[config.mk]
export PLATFORM = sky130hd
export DESIGN_NAME = button_conditioner
export DESIGN_NICKNAME = d
export VERILOG_FILES = /design/src/rtl/button_pkg.sv /design/src/rtl/btn_debounce_ch.sv /design/src/rtl/button_conditioner.sv
export SDC_FILE = /design/constraint.sdc
export NUM_CORES = 1
export LEC_CHECK = 0
export CAP_MARGIN = 25
export CORE_MARGIN = 3
export CORE_UTILIZATION = 59
export CTS_BUF_LIST = sky130_fd_sc_hd__clkbuf_4 sky130_fd_sc_hd__clkbuf_8
export CTS_CLUSTER_SIZE = 12
export DETAILED_ROUTE_END_ITERATION = 10
export PLACE_DENSITY = 0.88
export SYNTH_ARGS = -nofsm -noshare
export SYNTH_HDL_FRONTEND = slang
export SYNTH_SLANG_ARGS = --single-unit
export TNS_END_PERCENT = 100
[constraint.sdc]
create_clock -name clk -period 1.8 [get_ports clk]
set_clock_uncertainty 0.15 [all_clocks]
set_input_delay 0.27 -clock clk [delete_from_list [all_inputs] [get_ports clk]]
set_output_delay 0.27 -clock clk [all_outputs]
set_load 0.05 [all_outputs]
[src/rtl/button_pkg.sv]
// Shared constants for the pushbutton conditioner: channel indices and default timing.
package button_pkg;

    localparam int BTN_LEFT  = 0;
    localparam int BTN_RIGHT = 1;
    localparam int BTN_RESET = 2;
    localparam int NUM_BTN   = 3;

    localparam int DEF_DEBOUNCE_CYCLES = 16;
    localparam int DEF_REPEAT_DELAY    = 64;
    localparam int DEF_REPEAT_RATE     = 16;

    function automatic int max3(input int a, input int b, input int c);
        int m;
        m = (a > b) ? a : b;
        return (m > c) ? m : c;
    endfunction

endpackage

[src/rtl/btn_debounce_ch.sv]
// One button channel: 2-flop synchroniser, debounce counter, press pulse and optional
// auto-repeat (built only when BTN_AUTOREPEAT_EN is defined and REPEAT is set).
module btn_debounce_ch
    import button_pkg::*;
#(
    parameter int DEBOUNCE_CYCLES = DEF_DEBOUNCE_CYCLES,
    parameter int REPEAT_DELAY    = DEF_REPEAT_DELAY,
    parameter int REPEAT_RATE     = DEF_REPEAT_RATE,
    parameter bit REPEAT          = 1'b0
) (
    input  logic clk,
    input  logic reset,
    input  logic raw,
`ifdef BTN_AUTOREPEAT_EN
    input  logic hold,
`endif
    output logic level,
    output logic press
);

    localparam int CNT_W = $clog2(max3(DEBOUNCE_CYCLES, REPEAT_DELAY, REPEAT_RATE) + 1);

    logic             s1_reg;
    logic             s2_reg;
    logic             state_reg;
    logic [CNT_W-1:0] cnt_reg;
    logic             press_reg;
    logic             accept;
    logic             rep_fire;

    // accept is the edge on which the debounced state takes the synchronised value
    assign accept = (s2_reg != state_reg) && (cnt_reg == CNT_W'(DEBOUNCE_CYCLES - 1));

    always_ff @(posedge clk or posedge reset) begin
        if (reset) begin
            s1_reg    <= 1'b0;
            s2_reg    <= 1'b0;
            state_reg <= 1'b0;
            cnt_reg   <= '0;
            press_reg <= 1'b0;
        end else begin
            s1_reg    <= raw;
            s2_reg    <= s1_reg;
            press_reg <= (accept & s2_reg) | rep_fire;
            if (s2_reg == state_reg) begin
                cnt_reg <= '0;
            end else if (accept) begin
                state_reg <= s2_reg;
                cnt_reg   <= '0;
            end else begin
                cnt_reg <= cnt_reg + CNT_W'(1);
            end
        end
    end

    generate
        if (REPEAT) begin : g_repeat
`ifdef BTN_AUTOREPEAT_EN
            logic [CNT_W-1:0] rcnt_reg;

            // After the first repeat the counter reloads so the next one lands REPEAT_RATE later
            always_ff @(posedge clk or posedge reset) begin
                if (reset) begin
                    rcnt_reg <= '0;
                end else if (accept || !state_reg) begin
                    rcnt_reg <= '0;
                end else if (!hold) begin
                    if (rcnt_reg == CNT_W'(REPEAT_DELAY - 1))
                        rcnt_reg <= CNT_W'(REPEAT_DELAY - REPEAT_RATE);
                    else
                        rcnt_reg <= rcnt_reg + CNT_W'(1);
                end
            end

            assign rep_fire = state_reg && !accept && !hold &&
                              (rcnt_reg == CNT_W'(REPEAT_DELAY - 1));
`else
            assign rep_fire = 1'b0;
`endif
        end else begin : g_no_repeat
`ifdef BTN_AUTOREPEAT_EN
            logic unused_hold;
            assign unused_hold = hold;
`endif
            assign rep_fire = 1'b0;
        end
    endgenerate

    assign level = state_reg;
    assign press = press_reg;

endmodule

[src/rtl/button_conditioner.sv]
// Conditions the left/right/reset pushbuttons into debounced levels and press pulses.
// Auto-repeat for left/right is compiled in with BTN_AUTOREPEAT_EN.
module button_conditioner
    import button_pkg::*;
#(
    parameter int DEBOUNCE_CYCLES = DEF_DEBOUNCE_CYCLES,
    parameter int REPEAT_DELAY    = DEF_REPEAT_DELAY,
    parameter int REPEAT_RATE     = DEF_REPEAT_RATE
) (
    input  logic               clk,
    input  logic               reset,
    input  logic [NUM_BTN-1:0] btn_raw,
    output logic               leftbutton,
    output logic               rightbutton,
    output logic               resetbutton,
    output logic               left_press,
    output logic               right_press,
    output logic               reset_press
);

    logic [NUM_BTN-1:0] level;
    logic [NUM_BTN-1:0] press;

`ifdef BTN_AUTOREPEAT_EN
    // Holding left and right together freezes both repeat counters
    logic both_held;
    assign both_held = level[BTN_LEFT] & level[BTN_RIGHT];
`endif

    generate
        for (genvar gi = 0; gi < NUM_BTN; gi++) begin : g_ch
            btn_debounce_ch #(
                .DEBOUNCE_CYCLES (DEBOUNCE_CYCLES),
                .REPEAT_DELAY    (REPEAT_DELAY),
                .REPEAT_RATE     (REPEAT_RATE),
                .REPEAT          (gi != BTN_RESET)
            ) u_ch (
                .clk   (clk),
                .reset (reset),
                .raw   (btn_raw[gi]),
`ifdef BTN_AUTOREPEAT_EN
                .hold  (both_held),
`endif
                .level (level[gi]),
                .press (press[gi])
            );
        end
    endgenerate

    assign leftbutton  = level[BTN_LEFT];
    assign rightbutton = level[BTN_RIGHT];
    assign resetbutton = level[BTN_RESET];
    assign left_press  = press[BTN_LEFT];
    assign right_press = press[BTN_RIGHT];
    assign reset_press = press[BTN_RESET];

endmodule

==> flow_metrics.tcl <==
set metrics [dict create \
    finalWirelength_um 2390 \
    layout_commonest_cell "dfrtp_1" \
    avgSynthCellArea_um2 12.5 \
    slew_violations 0 \
    synth-edff-count 0 \
    htree_levels 2 \
    yosys_most_used_dff "dfrtp_1" \
    clk_path_buf_depth 2 \
    die_width_um 54.0 \
    worstSkewPairLatency_ns 0.32 \
    io_buffer_count 10 \
    track_usage 0.191 \
    diodes 0 \
    fin_nets 137 \
    synth-seq-area-share 0.607 \
    ys_ff_latch 33 \
    syn_area_um2 1360 \
    drive_above_1_share 0.256 \
    status "completed" \
    start_util 0.660 \
    grt_pass1_vias 890 \
    fillers 130 \
    yosysTopAreaCell "dfrtp_1" \
    setup.worst_path.start_class "register" \
    hpwl_um 1650 \
    fp.dieH_um 54.0 \
    async_reset_ff_frac 1.00 \
    multi_input_area_um2 551 \
    cp.required_ns 1.86 \
    grt_start_max_net_pins 34 \
    crit_fanout 5 \
    hold_buffers 0 \
    yosys-top-cells-area "dfrtp_1, xor2_1, xnor2_1, mux2_4, nor2_1" \
    path_clk_slew_ns 0.09 \
    timing.fmax_ghz 0.573 \
    tritoncts "built" \
    antenna_found_initial 0 \
    hold_violations 0 \
    hold_path.class "in2async" \
    yosysUniqueCellTypes 19 \
    drt_iter0_markers 17 \
    gp_congestion 0.780 \
    syn-num-nets 117 \
    setup_violations 0 \
    core_area_um2 2060 \
    critPathKind "reg2reg" \
    critPathCaptureType "register" \
    cp.arrival_ns 1.81 \
    peakVddDrop_mv 0.661 \
    period_minus_slack_ns 1.75 \
    maxSlewHeadroom 0.639 \
    period_share 0.970 \
    most-common-layout-cells "dfrtp_1, nor2_1, xor2_1, buf_4" \
    clkSinkCount 33 \
    synth_top_area_frac 0.607 \
    regArea_um2 826 \
    overflow 0 \
    power_density_nw_per_um2 807 \
    yosys_warnings 0 \
    area_delta_synth_final_pct 16.2 \
    via_per_inst 5.70 \
    drt-pass1-iter-count 4 \
    drc 0 \
    clockRootBuffer "clkbuf_4" \
    numCtsBuffers 5 \
    largest_reg_flops 21 \
    max_slew.worst_pin.slew_ns 0.535 \
    wire_per_inst_um 15.3 \
    num_vias 889 \
    cellLeakagePower_nw 0.726 \
    maxCapViolCount 0 \
    grt_pass1_wl_um 3690 \
    setup_tns_ns 0 \
    ant_nets 0 \
    rsz0062_at_grt "false" \
    hold_ws_ns 0.184 \
    rows 16 \
    ios 11 \
    dieArea_um2 2920 \
    syn_inst 109 \
]
[logic make-up (layout without fill, tap and decap cells)]
family,after synthesis,after routing,synth area share
simple gates,39,39,0.169
flops,33,33,0.607
compound gates,15,15,0.0635
xor+xnor,15,15,0.0966
fa+ha+maj,3,3,0.0276
mux,3,3,0.0331
buf+inv,1,21,0.00276
[worst max-delay path: stages (launching register included)]
cell and delay (ns):
dfrtp_1 0.38, ha_2 0.21, nand3_2 0.13, or4_4 0.46, mux2_4 0.31
[timing repair]
action / CTS / global route
endpoints found under the setup margin: 0 / 9
setup buffers: 0 / 0
resized for setup: 0 / 4
[power breakdown]
part | total [mW] | switching [mW] | internal, mW | leakage (nW)
clock | 0.420 | 0.221 | 0.199 | 0.0348
sequential | 0.784 | 0.0196 | 0.764 | 0.440
combinational | 0.0726 | 0.0380 | 0.0346 | 0.252
[final timing paths]
kind	start	endpoint	slack (ns)	cells past startpoint
setup reg to reg	g_ch[0].u_ch.cnt_reg[0]$_DFF_PP0_	g_ch[0].u_ch.level$_DFFE_PP0P_	0.05	4
hold / removal	reset	g_ch[0].u_ch.cnt_reg[6]$_DFF_PP0_	0.18	3
max in group asynchronous	reset	g_ch[2].u_ch.cnt_reg[0]$_DFF_PP0_	1.03	3
setup / recovery	g_ch[0].u_ch.cnt_reg[0]$_DFF_PP0_	g_ch[0].u_ch.level$_DFFE_PP0P_	0.05	4
hold reg to reg	g_ch[1].u_ch.s1_reg$_DFF_PP0_	g_ch[1].u_ch.s2_reg$_DFF_PP0_	0.21	0
min in group clk	g_ch[1].u_ch.s1_reg$_DFF_PP0_	g_ch[1].u_ch.s2_reg$_DFF_PP0_	0.21	0
[routing by layer]
| layer | vias up | GRT usage | share of wire |
|---|---|---|---|
| met1 | 436 | 0.204 | 0.40 |
| met3 | 4 | 0.0582 | 0.047 |
| met5 | - | 0 | 0 |
| li1 | 421 | - | - |
| met4 | 0 | 0.124 | 0.012 |
| met2 | 28 | 0.325 | 0.54 |
[final cells by class]
| cell class | instances | share of cell area |
|---|---|---|
| inverter | 1 | 0.00238 |
| sequential | 33 | 0.523 |
| clock buffer | 7 | 0.0372 |
| timing repair buffer | 13 | 0.0681 |
| multi-input combinational | 75 | 0.348 |
| tap | 27 | 0.0214 |
[through the flow]
stage	cells	utilization	worst slack, ns	total power [mW]	area (µm²)
global placement	149	0.728	0.117	0.862	1500
detailed placement	149	0.728	0.0302	0.869	1500
global route	156	0.766	0.00176	1.33	1580
floorplan	109	-	0.140	0.839	1360
finish	156	0.766	0.0536	1.28	1580
CTS	156	0.757	0.0153	1.29	1560
[cell usage after synthesis, types with 4 or more instances]
cell / n
nand2_1: 6
xor2_1: 9
o21ai_0: 6
xnor2_1: 6
nor2_1: 12
dfrtp_1: 33
a21oi_1: 6
or3_1: 4
Power figures use the tool's default switching activity.
